File: config.mk
export PLATFORM = sky130hd
export DESIGN_NAME = user_str_rr_arbiter
export DESIGN_NICKNAME = d
export VERILOG_FILES = /design/src/rtl/user_str_rr_arbiter.sv
export SDC_FILE = /design/constraint.sdc
export NUM_CORES = 1
export LEC_CHECK = 0
export CAP_MARGIN = 40
export CORE_MARGIN = 2
export CORE_UTILIZATION = 30
export CTS_CLUSTER_DIAMETER = 50
export CTS_CLUSTER_SIZE = 12
export DETAILED_ROUTE_END_ITERATION = 10
export GPL_TIMING_DRIVEN = 0
export HOLD_SLACK_MARGIN = 0.15
export SYNTH_ARGS = -nofsm -noshare
export SYNTH_HDL_FRONTEND = slang
export SYNTH_SLANG_ARGS = --single-unit
File: constraint.sdc
create_clock -name i_user_clk -period 6.5 [get_ports i_user_clk]
set_clock_uncertainty 0.05 [all_clocks]
set_input_delay 0.65 -clock i_user_clk [delete_from_list [all_inputs] [get_ports i_user_clk]]
set_output_delay 0.65 -clock i_user_clk [all_outputs]
set_load 0.02 [all_outputs]
File: src/rtl/user_str_rr_arbiter.sv
// Four-way round-robin merge of 64-bit user streams into one tagged stream.
// Bursts of up to MAX_BURST beats per grant, one-entry output register, per-stream beat counters.
module user_str_rr_arbiter #(
    parameter int DATA_W    = 64,
    parameter int MAX_BURST = 16,
    parameter int CNT_W     = 32
) (
    input  logic                  i_user_clk,
    input  logic                  i_rst,
    input  logic [3:0]            i_str_data_valid,
    output logic [3:0]            o_str_ack,
    input  logic [4*DATA_W-1:0]   i_str_data,
    output logic                  o_data_valid,
    input  logic                  i_ack,
    output logic [DATA_W-1:0]     o_data,
    output logic [1:0]            o_str_id,
    output logic                  o_last,
    output logic [4*CNT_W-1:0]    o_beat_cnt,
    output logic                  o_busy
);

    typedef enum logic {
        ST_IDLE  = 1'b0,
        ST_BURST = 1'b1
    } state_t;

    localparam int              BCNT_W   = 9;
    localparam logic [BCNT_W-1:0] LAST_CNT = BCNT_W'(MAX_BURST - 1);

    state_t              state_q, state_d;
    logic [1:0]          grant_q, grant_d;
    logic [1:0]          ptr_q, ptr_d;
    logic [BCNT_W-1:0]   bcnt_q, bcnt_d;
    logic                vld_q, vld_d;
    logic [DATA_W-1:0]   data_q, data_d;
    logic [1:0]          id_q, id_d;
    logic                last_q, last_d;
    logic [CNT_W-1:0]    cnt_q [4];
    logic [CNT_W-1:0]    cnt_d [4];

    logic                load_ok_s;
    logic                accept_s;

    // First requester strictly after ptr in cyclic order ptr+1 .. ptr+4.
    function automatic logic [1:0] rr_pick(input logic [1:0] ptr, input logic [3:0] req);
        logic [1:0] idx;
        logic [1:0] sel;
        logic       found;
        sel   = ptr;
        found = 1'b0;
        for (int k = 1; k <= 4; k++) begin
            idx = ptr + 2'(k);
            if (!found && req[idx]) begin
                sel   = idx;
                found = 1'b1;
            end else begin
                found = found;
            end
        end
        return sel;
    endfunction

    // Handshake terms; ack never looks at the input valids.
    always_comb begin
        load_ok_s = ~vld_q | i_ack;
        accept_s  = (state_q == ST_BURST) & load_ok_s & i_str_data_valid[grant_q];
        o_str_ack = 4'b0000;
        if ((state_q == ST_BURST) && load_ok_s) begin
            o_str_ack[grant_q] = 1'b1;
        end else begin
            o_str_ack = 4'b0000;
        end
    end

    // Next-state: output register, arbitration FSM and beat counters.
    always_comb begin
        state_d = state_q;
        grant_d = grant_q;
        ptr_d   = ptr_q;
        bcnt_d  = bcnt_q;
        vld_d   = vld_q;
        data_d  = data_q;
        id_d    = id_q;
        last_d  = last_q;
        for (int n = 0; n < 4; n++) begin
            cnt_d[n] = cnt_q[n];
        end

        if (accept_s) begin
            vld_d  = 1'b1;
            data_d = i_str_data[int'(grant_q)*DATA_W +: DATA_W];
            id_d   = grant_q;
            last_d = (bcnt_q == LAST_CNT);
            cnt_d[grant_q] = cnt_q[grant_q] + CNT_W'(1);
        end else if (vld_q && i_ack) begin
            vld_d = 1'b0;
        end else begin
            vld_d = vld_q;
        end

        case (state_q)
            ST_IDLE: begin
                if (|i_str_data_valid) begin
                    grant_d = rr_pick(ptr_q, i_str_data_valid);
                    bcnt_d  = {BCNT_W{1'b0}};
                    state_d = ST_BURST;
                end else begin
                    state_d = ST_IDLE;
                end
            end
            ST_BURST: begin
                if (load_ok_s) begin
                    if (i_str_data_valid[grant_q]) begin
                        bcnt_d = bcnt_q + BCNT_W'(1);
                        if (bcnt_q == LAST_CNT) begin
                            ptr_d   = grant_q;
                            state_d = ST_IDLE;
                        end else begin
                            state_d = ST_BURST;
                        end
                    end else begin
                        // Source went quiet: release; tag a still-held beat as the burst end.
                        ptr_d   = grant_q;
                        state_d = ST_IDLE;
                        if (vld_q && !i_ack) begin
                            last_d = 1'b1;
                        end else begin
                            last_d = last_d;
                        end
                    end
                end else begin
                    state_d = ST_BURST;
                end
            end
            default: begin
                state_d = ST_IDLE;
            end
        endcase
    end

    // State registers with synchronous active-low reset.
    always_ff @(posedge i_user_clk) begin
        if (!i_rst) begin
            state_q <= ST_IDLE;
            grant_q <= 2'd0;
            ptr_q   <= 2'd3;
            bcnt_q  <= {BCNT_W{1'b0}};
            vld_q   <= 1'b0;
            data_q  <= {DATA_W{1'b0}};
            id_q    <= 2'd0;
            last_q  <= 1'b0;
            for (int n = 0; n < 4; n++) begin
                cnt_q[n] <= {CNT_W{1'b0}};
            end
        end else begin
            state_q <= state_d;
            grant_q <= grant_d;
            ptr_q   <= ptr_d;
            bcnt_q  <= bcnt_d;
            vld_q   <= vld_d;
            data_q  <= data_d;
            id_q    <= id_d;
            last_q  <= last_d;
            for (int n = 0; n < 4; n++) begin
                cnt_q[n] <= cnt_d[n];
            end
        end
    end

    // Output mapping from registered state.
    always_comb begin
        o_data_valid = vld_q;
        o_data       = data_q;
        o_str_id     = id_q;
        o_last       = last_q;
        o_busy       = (state_q == ST_BURST) | vld_q;
        o_beat_cnt   = {(4*CNT_W){1'b0}};
        for (int n = 0; n < 4; n++) begin
            o_beat_cnt[n*CNT_W +: CNT_W] = cnt_q[n];
        end
    end

endmodule

==> flow_summary.yaml <==
drt:
  dr.pass1.iters: 5
  drc_errors: 0
  wl_per_cell_um: 23.2
  drt-initial-drc-count: 755
  avgViaCountPerCell: 5.25
  drtAntennaViolNets: 0
  vias: 10500
  wirelength_mm: 46.4
logic_synthesis:
  synthCells: 1031
  syn_area_per_cell_um2: 9.80
  synth_ff_type: "dfxtp_1"
  synth_edf_count: 0
  syn_nets: 1296
  synth_area_mm2: 0.0101
  synth_top_cell_area_share_pct: 42.0
  synth_compound_area_share_pct: 15.5
  synthSimpleGateAreaFrac_pct: 12.3
  synth_fa_ha_area_share_pct: 0.248
  synth_xor_area_share_pct: 2.95
  yosysTopAreaCell: "dfxtp_1"
  yosysWarnings: 0
  ys_seq_area_share_pct: 42.0
  async_flop_share_pct: 0
  muxShareOfSynthArea_pct: 23.1
  ys_seq_elements: 212
  synth_area_leaders: "dfxtp_1 (42%), mux4_2 (21%), a21oi_1 (8.2%)"
  synth_top_family_by_area: "multiplexers"
  yosysUniqueCellTypes: 45
timing:
  slew_headroom_pct: 42.7
  setup_viol: 0
  post-route-min-period_ns: 3.88
  tns_ns: 0
  fmax_mhz: 258
  tightest_slew_ns: 0.860
  fin_crit_sh_pct: 59.6
  hold_viol_final: 0
  whs_ns: 0.404
  rsz0062_at_grt: "no"
  drv_slew: 0
worst_setup_path:
  end_kind: "output port"
  crit_start: "grant_q[1]"
  cp-endpoint: "o_str_ack[0]"
  r2r_slack_ns: 3.14
  crit_top_cell: "buf_1"
  critPathMaxStageDelay_ns: 0.71
  setup.worst_path.start_class: "flip-flop"
  cp.arrival_ns: 3.18
  cp_cell_sequence: "buf_2 -> buf_1 -> buf_1 -> nor3_1 -> clkdlybuf4s50_1"
  reg2regPathDepth: 8
  required_ns: 5.80
  regToRegEndpoint: "cnt_q[0][30]"
  crit_type: "reg2out"
  slowest_stage: "buf_1"
  critical_path.max_fanout: 10
layout:
  final_common_cell: "clkdlybuf4s50_1"
  drive_above_1_share_pct: 10.4
  mostFrequentLayoutCells: "clkdlybuf4s50_1 (463), dfxtp_1 (212), a21oi_1 (165)"
  fillCellCount: 3190
  syn_to_final_growth_pct: 61.1
  finalNetCount: 1793
  area.sequential_mm2: 0.00424
  multi_input_area_mm2: 0.00548
clocking:
  cts_buffers: 27
  clk_pin_slew_worst_paths_ns: 0.06
  clockRootBuffer: "clkbuf_16"
  tritoncts: "yes"
  htree_num_levels: 1
  cts_setup_buffers: 0
  cts.sinks: 212
  clk-insertion-delay-late_ns: 0.53
  cts_buffer_depth: 3
  cts-resized-gates: 0
  hold_buffers: 0
placement:
  port_buffers: 463
  dp_hpwl_mm: 37.0
  routabilityCongestion: 0.896
grt:
  grt_pass1_vias: 10400
  grt_pass1_wl_mm: 67.1
  grt_overflow: 0
  antenna_found_initial: 18
  track_usage_pct: 25.4
  grt_max_degree: 14
floorplanning:
  die_width_um: 188
  die_area_mm2: 0.0352
  ioPinCount: 464
  core-area_mm2: 0.0334
  die-height_um: 188
  rows: 67
  initial_core_util_pct: 30.3
job:
  max-cap-violations: 0
hold_path:
  hold_class: "reg2reg"
outcome:
  status: "finished, final reports clean"
power:
  power.density_mw_per_mm2: 238
  p_leak_uw: 0.00549
  vdd.ir_drop.worst_mv: 0.176
==> registers in the layout, summed over array words and instances (netlist names), named ones only <==
signal	flops
bcnt_q	9
grant_q	2
state_q	1
o_data_valid	1
o_data	64
o_last	1
ptr_q	2
o_str_id	2
cnt_q	128
==> metrics by stage <==
stage | util [%] | cell area [um^2] | worst slack (ns) | power [uW] | std cells
after floorplan | - | 10100 | 4.14 | 1940 | 1031
after detailed placement | 46.1 | 15400 | 3.06 | 2410 | 1947
after global routing | 48.8 | 16300 | 2.46 | 4030 | 2002
final | 48.8 | 16300 | 2.62 | 3880 | 2005
after global placement | 45.9 | 15300 | 2.50 | 2400 | 1942
after CTS | 48.7 | 16300 | 2.50 | 3910 | 1993
==> cell families after synthesis <==
logic type,Yosys count
AO/OA/AOI/OAI,293
AND/OR/NAND/NOR,282
flip-flops,212
multiplexers,111
buffers and inverters,97
XOR/XNOR,34
adder cells (fa/ha/maj),2
==> Yosys cell counts, types with 2 or more instances <==
library cell	instances
a211oi_1	28
a21oi_1	165
and2_1	2
and3_1	5
and4_1	2
buf_1	9
buf_2	4
buf_6	3
clkbuf_1	71
dfxtp_1	212
ha_1	2
inv_1	9
mux2i_1	14
mux4_1	4
mux4_2	93
nand2_1	163
nand2b_1	2
nand3_1	15
nand4_1	11
nor2_1	56
nor3_1	7
nor4_1	3
o211ai_1	5
o21ai_0	89
or2_2	4
or3_1	2
xnor2_1	12
xor2_1	22
==> per-layer routing <==
| metal | track usage (%) | vias up | share of wire [%] |
|---|---|---|---|
| met1 | 30.5 | 5132 | 39 |
| met3 | 6.61 | 80 | 8.5 |
| met5 | 0 | - | 0.16 |
| met2 | 44.0 | 523 | 49 |
| li1 | - | 4788 | - |
| met4 | 8.87 | 10 | 3.2 |
==> report_power, final <==
group	total (uW)	switching (uW)	internal (uW)
clock	1500	604	895
combinational	951	469	482
sequential	1430	57.3	1380
==> how the worst min path moves through the flow <==
stage                          start    endpoint  slack (ns)  depth (start not counted)
after floorplan            bcnt_q[5]   bcnt_q[5]        0.41                          2
after global placement    o_data[30]  o_data[30]        0.39                          2
after detailed placement  o_data[11]  o_data[11]        0.40                          2
after CTS                 o_data[47]  o_data[47]        0.41                          2
after global routing      o_data[11]  o_data[11]        0.42                          2
final                     o_data[34]  o_data[34]        0.40                          2
==> critical path: cells and delay by family (launching register included) <==
family | cells | cell delay [ns]
buffers and inverters | 4 | 2.23
flip-flops | 1 | 0.30
AND/OR/NAND/NOR | 1 | 0.11
==> layout make-up <==
class,count,share of cell area (%)
Sequential cell,212,26.1
Clock inverter,15,1.12
Clock buffer,31,4.30
Inverter,9,0.207
Tap cell,448,3.44
Multi-Input combinational cell,722,33.6
Buffer,88,2.22
Timing Repair Buffer,468,28.8
Antenna cell,12,0.184
(Power assumes the default switching activity.)
